File: src/rtl/param_frame_serializer_if.sv
// ----------------------------------------------------------------------------
// param_frame_serializer_if
//   Bundles the load handshake, bit-rate tick and serial outputs of the
//   frame serializer so that source and serializer connect through one port.
//
//   Signals
//     P_DATA      parallel payload from the TX FSM/FIFO
//     data_valid  load request
//     ser_ready   serializer idle, load accepted when data_valid && ser_ready
//     shift_en    bit-period tick
//     ser_data    current serial bit, 1 when idle
//     par_bit     parity of the last accepted payload
//     busy        frame in progress
//     ser_done    one-cycle pulse after the last bit period
//
//   Modports
//     master  payload source / tick generator side
//     slave   serializer side
// ----------------------------------------------------------------------------
interface param_frame_serializer_if #(
    parameter int unsigned DATA_WIDTH = 8
);

    logic [DATA_WIDTH-1:0] P_DATA;
    logic                  data_valid;
    logic                  ser_ready;
    logic                  shift_en;
    logic                  ser_data;
    logic                  par_bit;
    logic                  busy;
    logic                  ser_done;

    modport master (
        output P_DATA,
        output data_valid,
        output shift_en,
        input  ser_ready,
        input  ser_data,
        input  par_bit,
        input  busy,
        input  ser_done
    );

    modport slave (
        input  P_DATA,
        input  data_valid,
        input  shift_en,
        output ser_ready,
        output ser_data,
        output par_bit,
        output busy,
        output ser_done
    );

endinterface

File: src/rtl/param_frame_serializer.sv
// ----------------------------------------------------------------------------
// param_frame_serializer
//   Parallel-to-serial converter for the UART TX datapath. A payload of
//   DATA_WIDTH bits is accepted through a ready/valid handshake and shifted
//   out one bit per shift_en tick, LSB or MSB first. The payload parity is
//   registered on load for the TX frame FSM to insert into the line.
//
//   Parameters
//     DATA_WIDTH  payload bits per frame (2..32)
//     MSB_FIRST   0: LSB transmitted first, 1: MSB transmitted first
//     PARITY_ODD  0: even parity, 1: odd parity
//
//   Ports
//     CLK   clock, rising edge
//     RST   synchronous reset, active-high, overrides all other inputs
//     bus   slave side of param_frame_serializer_if
//             in : P_DATA, data_valid, shift_en
//             out: ser_ready, ser_data, par_bit, busy, ser_done
// ----------------------------------------------------------------------------
module param_frame_serializer #(
    parameter int unsigned DATA_WIDTH = 8,
    parameter bit          MSB_FIRST  = 1'b0,
    parameter bit          PARITY_ODD = 1'b0
) (
    input  logic                     CLK,
    input  logic                     RST,
    param_frame_serializer_if.slave  bus
);

    localparam int unsigned CNT_WIDTH = $clog2(DATA_WIDTH);
    localparam logic [CNT_WIDTH-1:0] CntLast = CNT_WIDTH'(DATA_WIDTH - 1);
    // Position of the bit currently presented on the line.
    localparam int unsigned OutIdx = MSB_FIRST ? DATA_WIDTH - 1 : 0;

    typedef enum logic {
        StIdle,
        StShift
    } state_e;

    state_e                 state_q, state_d;
    logic [DATA_WIDTH-1:0]  shift_q, shift_d;
    logic [CNT_WIDTH-1:0]   cnt_q,   cnt_d;
    logic                   par_q,   par_d;
    logic                   done_q,  done_d;
    logic [DATA_WIDTH-1:0]  shifted;

    // Shift one position toward the output end, zero fill behind.
    always_comb begin
        shifted = '0;
        if (MSB_FIRST) begin
            shifted = {shift_q[DATA_WIDTH-2:0], 1'b0};
        end else begin
            shifted = {1'b0, shift_q[DATA_WIDTH-1:1]};
        end
    end

    // ------------------------------------------------------------------
    // Next-state logic
    // ------------------------------------------------------------------
    always_comb begin
        state_d = state_q;
        shift_d = shift_q;
        cnt_d   = cnt_q;
        par_d   = par_q;
        done_d  = 1'b0;

        unique case (state_q)
            StIdle: begin
                // shift_en is deliberately ignored here, including on the load edge.
                if (bus.data_valid) begin
                    shift_d = bus.P_DATA;
                    cnt_d   = '0;
                    par_d   = (^bus.P_DATA) ^ PARITY_ODD;
                    state_d = StShift;
                end
            end
            StShift: begin
                // data_valid is ignored for the whole frame.
                if (bus.shift_en) begin
                    if (cnt_q == CntLast) begin
                        state_d = StIdle;
                        done_d  = 1'b1;
                        shift_d = '0;
                        cnt_d   = '0;
                    end else begin
                        shift_d = shifted;
                        cnt_d   = cnt_q + CNT_WIDTH'(1);
                    end
                end
            end
            default: begin
                state_d = StIdle;
            end
        endcase
    end

    // ------------------------------------------------------------------
    // State registers
    // ------------------------------------------------------------------
    always_ff @(posedge CLK) begin
        if (RST) begin
            state_q <= StIdle;
            shift_q <= '0;
            cnt_q   <= '0;
            par_q   <= 1'b0;
            done_q  <= 1'b0;
        end else begin
            state_q <= state_d;
            shift_q <= shift_d;
            cnt_q   <= cnt_d;
            par_q   <= par_d;
            done_q  <= done_d;
        end
    end

    // ------------------------------------------------------------------
    // Outputs: all derived from registers only
    // ------------------------------------------------------------------
    assign bus.busy      = (state_q == StShift);
    assign bus.ser_ready = (state_q == StIdle);
    assign bus.ser_data  = (state_q == StShift) ? shift_q[OutIdx] : 1'b1;
    assign bus.par_bit   = par_q;
    assign bus.ser_done  = done_q;

    // ------------------------------------------------------------------
    // Invariants
    // ------------------------------------------------------------------
    a_cnt_bound : assert property (@(posedge CLK) cnt_q <= CntLast);
    a_done_idle : assert property (@(posedge CLK) done_q |-> (state_q == StIdle));

endmodule

File: src/flat_wrapper.sv
// flat-port wrapper written by rule: the top's interface ports become plain ports
module param_frame_serializer_flat 
#(
    parameter int unsigned DATA_WIDTH = 8,
    parameter bit          MSB_FIRST  = 1'b0,
    parameter bit          PARITY_ODD = 1'b0
)
  (CLK, RST, bus_P_DATA, bus_data_valid, bus_shift_en, bus_ser_ready, bus_ser_data, bus_par_bit, bus_busy, bus_ser_done);
  param_frame_serializer_if #(.DATA_WIDTH(DATA_WIDTH)) bus_i ();
  input  logic CLK;
  input  logic RST;
  input wire logic [$bits(bus_i.P_DATA)-1:0] bus_P_DATA;
  input wire logic [$bits(bus_i.data_valid)-1:0] bus_data_valid;
  input wire logic [$bits(bus_i.shift_en)-1:0] bus_shift_en;
  output wire logic [$bits(bus_i.ser_ready)-1:0] bus_ser_ready;
  output wire logic [$bits(bus_i.ser_data)-1:0] bus_ser_data;
  output wire logic [$bits(bus_i.par_bit)-1:0] bus_par_bit;
  output wire logic [$bits(bus_i.busy)-1:0] bus_busy;
  output wire logic [$bits(bus_i.ser_done)-1:0] bus_ser_done;
  assign bus_i.P_DATA = bus_P_DATA;
  assign bus_i.data_valid = bus_data_valid;
  assign bus_i.shift_en = bus_shift_en;
  assign bus_ser_ready = bus_i.ser_ready;
  assign bus_ser_data = bus_i.ser_data;
  assign bus_par_bit = bus_i.par_bit;
  assign bus_busy = bus_i.busy;
  assign bus_ser_done = bus_i.ser_done;
  param_frame_serializer #(.DATA_WIDTH(DATA_WIDTH), .MSB_FIRST(MSB_FIRST), .PARITY_ODD(PARITY_ODD)) u_core (.CLK(CLK), .RST(RST), .bus(bus_i));
endmodule
File: config.mk
export PLATFORM = sky130hd
export DESIGN_NAME = param_frame_serializer_flat
export DESIGN_NICKNAME = d
export VERILOG_FILES = /design/src/rtl/param_frame_serializer_if.sv /design/src/rtl/param_frame_serializer.sv /design/src/flat_wrapper.sv
export SDC_FILE = /design/constraint.sdc
export NUM_CORES = 1
export LEC_CHECK = 0
export ABC_CLOCK_PERIOD_IN_PS = 1200
export BUFFER_PORTS_ARGS = -buffer_cell sky130_fd_sc_hd__buf_4
export CAP_MARGIN = 20
export CORE_MARGIN = 8
export CORE_UTILIZATION = 44
export CTS_CLUSTER_DIAMETER = 200
export DETAILED_ROUTE_END_ITERATION = 10
export PLACE_DENSITY = 0.77
export SLEW_MARGIN = 0
export SYNTH_ARGS = -nofsm -noshare
export SYNTH_HDL_FRONTEND = slang
export SYNTH_SLANG_ARGS = --single-unit
export TNS_END_PERCENT = 30
File: constraint.sdc
create_clock -name CLK -period 1.2 [get_ports CLK]
set_clock_uncertainty 0.1 [all_clocks]
set_input_delay 0.24 -clock CLK [delete_from_list [all_inputs] [get_ports CLK]]
set_output_delay 0.24 -clock CLK [all_outputs]
set_load 0.02 [all_outputs]
==> summary.md, run 1 <==
| Metric | Value |
|---|---|
| Status | finished with violations |
| Violated checks | negative setup slack |
| Initial core utilization | 45.3% |
| Internal power | 0.818 mW |
| Die W | 54.7 um |
| Final hold viol count | 0 |
| Remaining global-route overflow | 0 |
| # IOs | 17 |
| Fillcell total | 144 |
| CTS H-tree lvls | 1 |
| Setup Viol. Count Final | 6 |
| Max Root-Sink Buffers | 2 |
| RSZ-0062 raised after global routing | yes |
| Most frequent cells in the layout | buf_4, nor2_1, dfxtp_1 |
| First-pass detailed-route iteration total | 4 |
| Post-DP Area | 835 um^2 |
| DR vias/cell | 5.15 |
| LEAKAGE | 0.365 nW |
| Final ANT Viol Nets | 0 |
| Fmax | 0.791 GHz |
| Clock slew at reported path FFs | 0.09 ns |
| Crit Path Max Fanout | 11 |
| Root Buffer | clkbuf_4 |
| # DRC | 0 |
| Crit path kind | flop to flop |
| Share of cells above drive strength 1 | 36.1% |
| Top area cells in the synthesized netlist | dfxtp_1, xnor2_1, nor2b_1, nor2_1, o22ai_1 |
| Gate power share | 23.0% |
| Tcrit/Tclk final | 105% |
| Post-Layout Inst Area | 897 um^2 |
| Switching pwr | 0.306 mW |
| Iter 0 DRT Violations | 2 |
| Post-CTS Setup Bufs | 0 |
| WHS Path Cells | 3 |
| Reg2Reg Depth | 5 |
| CP required | 1.31 ns |
| Syn_nets | 92 |
| Reg2Reg Launch Point | u_core.cnt_q[0]$_SDFFE_PP0P_ |
| Worst skew pair latency | 0.29 ns |
| Hold Path Class | input port to flop |
| PwrDens | 1250 nW/um^2 |
| Initial antenna violation count | 0 |
| Mean area per synthesized cell | 8.44 um^2 |
| Post-Syn Area | 658 um^2 |
| Fin. max-slew vios | 0 |
| FF+latch count, synth | 14 |
| Max_slew headroom | 78.3% |
| Synth top area share | 42.6% |
| Post-synthesis to final-layout area growth | 36.3% |
| WL final | 1580 um |
| Crit path DAT | 1.38 ns |
| CTS sink count | 14 |
| Distinct cells, synth | 17 |
| CP startpoint kind | flop |
| Final worst slack | -0.0644 ns |
| Largest area contributor in the netlist | dfxtp_1 |
| Min-delay src | bus_P_DATA[7] |
| Core ar. | 1450 um^2 |
| First-pass GRT wire length | 2560 um |
| DR vias | 582 |
| Seq/Total Area, Yosys | 42.6% |
| Post-DP HPWL | 1120 um |
| Fraction of power spent switching nets | 27.2% |
| Final net count | 112 |
| Worst Tran Pin Value | 0.326 ns |
| Yosys warning count | 0 |
| Overall power | 1.12 mW |
| GP Congestion | 0.758 |
| CP Capture Type | flop |
| Die ar. | 2990 um^2 |
| CTS tree | done |
| Final Critical Period | 1.26 ns |
| CTS Buf Count | 3 |
| Chip height | 54.7 um |
| Worst slack, placed | -0.0320 ns |
| Clock network power share | 30.5% |
| Antenna Diode Count | 0 |
| Commonest non-fill, non-tap cell in the layout | buf_4 |
| Gr usage total | 11.9% |
| FP Rows | 14 |
| Critical path origin | u_core.cnt_q[0]$_SDFFE_PP0P_ |
| Worst vdd ir | 0.000803 V |
| Syn Inst Count | 78 |
| IO Port Bufs | 16 |
| Largest net degree at the start of global routing | 15 |
| Number of global-route vias before repair | 558 |
| WL per Instance | 14.0 um |
| Seq pwr share | 46.5% |
| Max-cap violations | 0 |
## power by group through the flow
stage | sequential (mW) | clock (mW) | combinational [mW]
6_report | 0.523 | 0.343 | 0.258
4_1_cts | 0.522 | 0.360 | 0.252
3_3_place_gp | 0.531 | 0 | 0.243
3_5_place_dp | 0.532 | 0 | 0.246
5_1_grt | 0.529 | 0.372 | 0.283
2_1_floorplan | 0.536 | 0 | 0.151
## routing by layer
metal	global-route usage (%)	vias to the layer above	part of all wire, %
li1	-	309	-
met1	14.4	255	47
met2	17.5	14	44
met3	4.35	4	6.8
met4	7.38	0	2.5
met5	0	-	0
## stage by stage
stage | std cells | hold slack (ns) | util, % | TNS, ns
4_1_cts | 113 | 0.114 | 60.4 | -0.277
3_5_place_dp | 109 | 0.379 | 57.4 | -0.127
5_1_grt | 113 | 0.119 | 61.7 | -0.905
2_1_floorplan | 78 | 0.216 | - | -0.253
3_3_place_gp | 109 | 0.375 | 57.4 | -0.0505
6_report | 113 | 0.120 | 61.7 | -0.152
## cell families after synthesis
kind of cell,Yosys count,share of synthesized area (%)
xor+xnor,7,9.32
flops,14,42.6
fa+ha+maj,2,3.80
compound gates,14,14.1
simple gates,36,27.0
buf+inv,5,3.23
## sequential cells by signal (all words and copies together), names as in the netlist
register / flops
u_core.bus.busy: 1
u_core.bus.par_bit: 1
u_core.bus.ser_done: 1
u_core.cnt_q: 3
u_core.shift_q: 8
## path summary, 6_finish.rpt
path	to	slack, ns
setup reg to reg	u_core.shift_q[0]$_SDFFE_PP0P_	-0.06
hold reg to reg	u_core.shift_q[5]$_SDFFE_PP0P_	0.39
hold / removal	u_core.shift_q[7]$_SDFFE_PP0P_	0.12
setup / recovery	u_core.shift_q[0]$_SDFFE_PP0P_	-0.06
## critical path, cell delays in order (launching register included)
cell	delay [ns]
dfxtp_2	0.34
ha_4	0.16
ha_4	0.20
nor2b_2	0.12
o22ai_1	0.08
nor3_1	0.18
## final cells by class
| cell class | instances | area, um^2 | area share, % |
|---|---|---|---|
| inverters | 1 | 3.75 | 0.418 |
| repair buffers | 19 | 154 | 17.2 |
| multi-input cells | 59 | 397 | 44.2 |
| clock buffers | 4 | 36.3 | 4.04 |
| well taps | 16 | 20.0 | 2.23 |
| flip-flops and latches | 14 | 287 | 31.9 |
## Yosys cell counts, drive strengths merged
master	n
a32oi	1
nor2	12
a22oi	1
ha	2
o22ai	7
buf	2
a211oi	1
nand2	4
nor3	8
nand2b	2
inv	1
clkbuf	2
a21oi	4
dfxtp	14
xnor2	7
nor3b	2
nor2b	8
## repair_timing
item / in CTS / in global routing
setup endpoints to repair: 10 / 13
pin swaps: 2 / 2
hold buffers: 0 / 0
gates resized for setup: 2 / 7
endpoints found under the hold margin: 0 / 0
Note: power is estimated with default switching activity, not from simulation.
==> run 2, diff against run 1 <==
Settings changed: PLACE_DENSITY 0.77 to unset, PLACE_DENSITY_LB_ADDON set to 0.1.
==> summary.md, run 2 (same netlist as run 1, synthesis figures left out) <==
| Metric | Value |
|---|---|
| Status | finished with violations |
| Violated checks | negative setup slack |
| Crit path kind | flop to flop |
| Fin. max-slew vios | 0 (unchanged) |
| Die W | 54.7 um (unchanged) |
| Min-delay src | bus_P_DATA[7] |
| Largest register FFs | 8 (unchanged) |
| Chip height | 54.7 um (unchanged) |
| CTS Buf Count | 3 (unchanged) |
| Max_slew headroom | 74.9% (-3.4 points) |
| GP Congestion | 0.732 (-3.5%) |
| Hold WS | 0.124 ns (+0.00406 ns) |
| Core ar. | 1450 um^2 (unchanged) |
| Final net count | 116 (+3.6%) |
| Setup TNS | -0.0864 ns (+0.0658 ns) |
| Antenna Diode Count | 0 (unchanged) |
| Crit path DAT | 1.33 ns (-0.05 ns) |
| Hold EP | u_core.shift_q[7]$_SDFFE_PP0P_ |
| Post-synthesis to final-layout area growth | 39.5% |
| WL per Instance | 13.7 um (-2.3%) |
| Reg2Reg Launch Point | u_core.cnt_q[1]$_SDFFE_PP0P_ |
| WHS Path Cells | 3 (unchanged) |
| Final worst slack | -0.0268 ns (+0.0376 ns) |
| Final ANT Viol Nets | 0 (unchanged) |
| First-pass GRT wire length | 2490 um (-2.7%) |
| Reg2Reg Depth | 5 (unchanged) |
| WL final | 1600 um (+1.1%) |
| Worst vdd ir | 0.000577 V (-28%) |
| Final Core Density | 63.2% (+1.5 points) |
| Crit Path Max Fanout | 11 (unchanged) |
| Die ar. | 2990 um^2 (unchanged) |
| Overall power | 1.13 mW (+0.49%) |
| CTS sink count | 14 (unchanged) |
| Worst path most repeated cell | ha_4 |
| Crit-path max cell delay | 0.34 ns (about the same) |
| Worst skew pair latency | 0.28 ns (about the same) |
| Cell Chain, Critical Path | ha_4 > ha_4 > nor2b_1 > o22ai_1 > nor3_1 |
| Setup Viol. Count Final | 6 (unchanged) |
| Hold Path Class | input port to flop |
| R2r setup slk | -0.03 ns (+0.04 ns) |
| Fillcell total | 135 (-6.3%) |
| Fmax | 0.815 GHz (+3.1%) |
| Area of the multi-input gates | 392 um^2 (-1.3%) |
| Commonest non-fill, non-tap cell in the layout | buf_4 |
| Initial antenna violation count | 0 (unchanged) |
| Worst Tran Pin Value | 0.376 ns (+0.0507 ns) |
| CP Capture Type | flop |
| PwrDens | 1230 nW/um^2 (-1.8%) |
| Largest net degree at the start of global routing | 15 (unchanged) |
| # DRC | 0 (unchanged) |
| DR vias/cell | 5.30 (+2.9%) |
| Final hold viol count | 0 (unchanged) |
| Final Critical Period | 1.23 ns (-0.0376 ns) |
| Delay-heaviest family, CP | adder cells |
| LEAKAGE | 0.383 nW (+5.0%) |
| WP buf/inv | 0 (unchanged) |
| Area taken by flip-flops and latches | 287 um^2 (unchanged) |
| Max stage delay cell, worst path | dfxtp_2 |
| CP required | 1.31 ns (about the same) |
| RR Endpoint | u_core.shift_q[2]$_SDFFE_PP0P_ |
| Tcrit/Tclk final | 102% (-3.1 points) |
| Gr usage total | 11.4% (-0.57 points) |
| IO Port Bufs | 16 (unchanged) |
| Number of global-route vias before repair | 585 (+4.8%) |
| Top flop regs | u_core.shift_q x8, u_core.cnt_q x3 |
| Largest register by flop count | u_core.shift_q |
| Remaining global-route overflow | 0 (unchanged) |
| Clock slew at reported path FFs | 0.09 ns (about the same) |
| Share of cells above drive strength 1 | 36.6% (+0.55 points) |
| Max Root-Sink Buffers | 2 (unchanged) |
| CTS H-tree lvls | 1 (unchanged) |
| RSZ-0062 raised after global routing | yes |
| DR vias | 620 (+6.5%) |
| Iter 0 DRT Violations | 7 (+5) |
| FP Rows | 14 (unchanged) |
| Initial core utilization | 45.3% (unchanged) |
| Max-cap violations | 0 (unchanged) |
| CP startpoint kind | flop |
| # IOs | 17 (unchanged) |
| Root Buffer | clkbuf_4 |
| Most frequent cells in the layout | buf_4, nor2_1, dfxtp_1 |
| First-pass detailed-route iteration total | 4 (unchanged) |
| CTS tree | done |
| Post-DP HPWL | 1150 um (+2.5%) |
[run 2: cell types whose count changed in the layout (fill, tap and decap cells not counted), sizes merged]
cell | previous run | this run
buf | 19 | 23
[run 2: worst max-delay path by stage]
stage	startpoint	to	slack, ns	cells past startpoint
5_1_grt	u_core.cnt_q[1]$_SDFFE_PP0P_	u_core.shift_q[1]$_SDFFE_PP0P_	-0.13	5
3_3_place_gp	bus_P_DATA[2]	u_core.bus.par_bit$_SDFFE_PP0P_	-0.03	5
2_1_floorplan	u_core.cnt_q[0]$_SDFFE_PP0P_	u_core.shift_q[1]$_SDFFE_PP0P_	-0.06	6
4_1_cts	u_core.cnt_q[1]$_SDFFE_PP0P_	u_core.shift_q[6]$_SDFFE_PP0P_	-0.03	5
3_5_place_dp	bus_P_DATA[0]	u_core.bus.par_bit$_SDFFE_PP0P_	-0.05	5
6_report	u_core.cnt_q[1]$_SDFFE_PP0P_	u_core.shift_q[2]$_SDFFE_PP0P_	-0.03	5
[run 2: stage by stage]
step	instances	area [um^2]	setup slack (ns)
detailed placement	111	850	-0.0483
global route	117	918	-0.135
CTS	116	908	-0.0281
finish	117	918	-0.0268
floorplan	78	699	-0.0567
global placement	111	850	-0.0257
[run 2: tightest hold or removal path, stage by stage]
cell and delay (ns):
buf_4 0.09, a22oi_1 0.07, nor2_1 0.08
[run 2: per-layer routing]
layer	wire, um	up-vias	GRT usage [%]
met4	9	0	6.15
met2	754	15	17.5
met1	694	290	14.0
met5	0	-	0
met3	140	2	2.99
li1	-	313	-
[run 2: report_power, final]
group	internal, mW	switching, mW
clock network	0.185	0.157
logic	0.137	0.129
registers	0.500	0.0212
total	0.822	0.307
[run 2: what timing repair did]
action | in CTS | in global routing
pin swaps | 5 | 2
setup buffers | 1 | 1
endpoints found under the setup margin | 9 | 12
gates resized for setup | 4 | 2
hold buffers | 0 | 0
[run 2: final cells by class]
class / instances / share of cell area [%]
tap: 16 / 2.18
timing repair buffer: 23 / 19.6
clock buffer: 4 / 3.95
sequential: 14 / 31.2
multi-input combinational: 59 / 42.6
inverter: 1 / 0.409
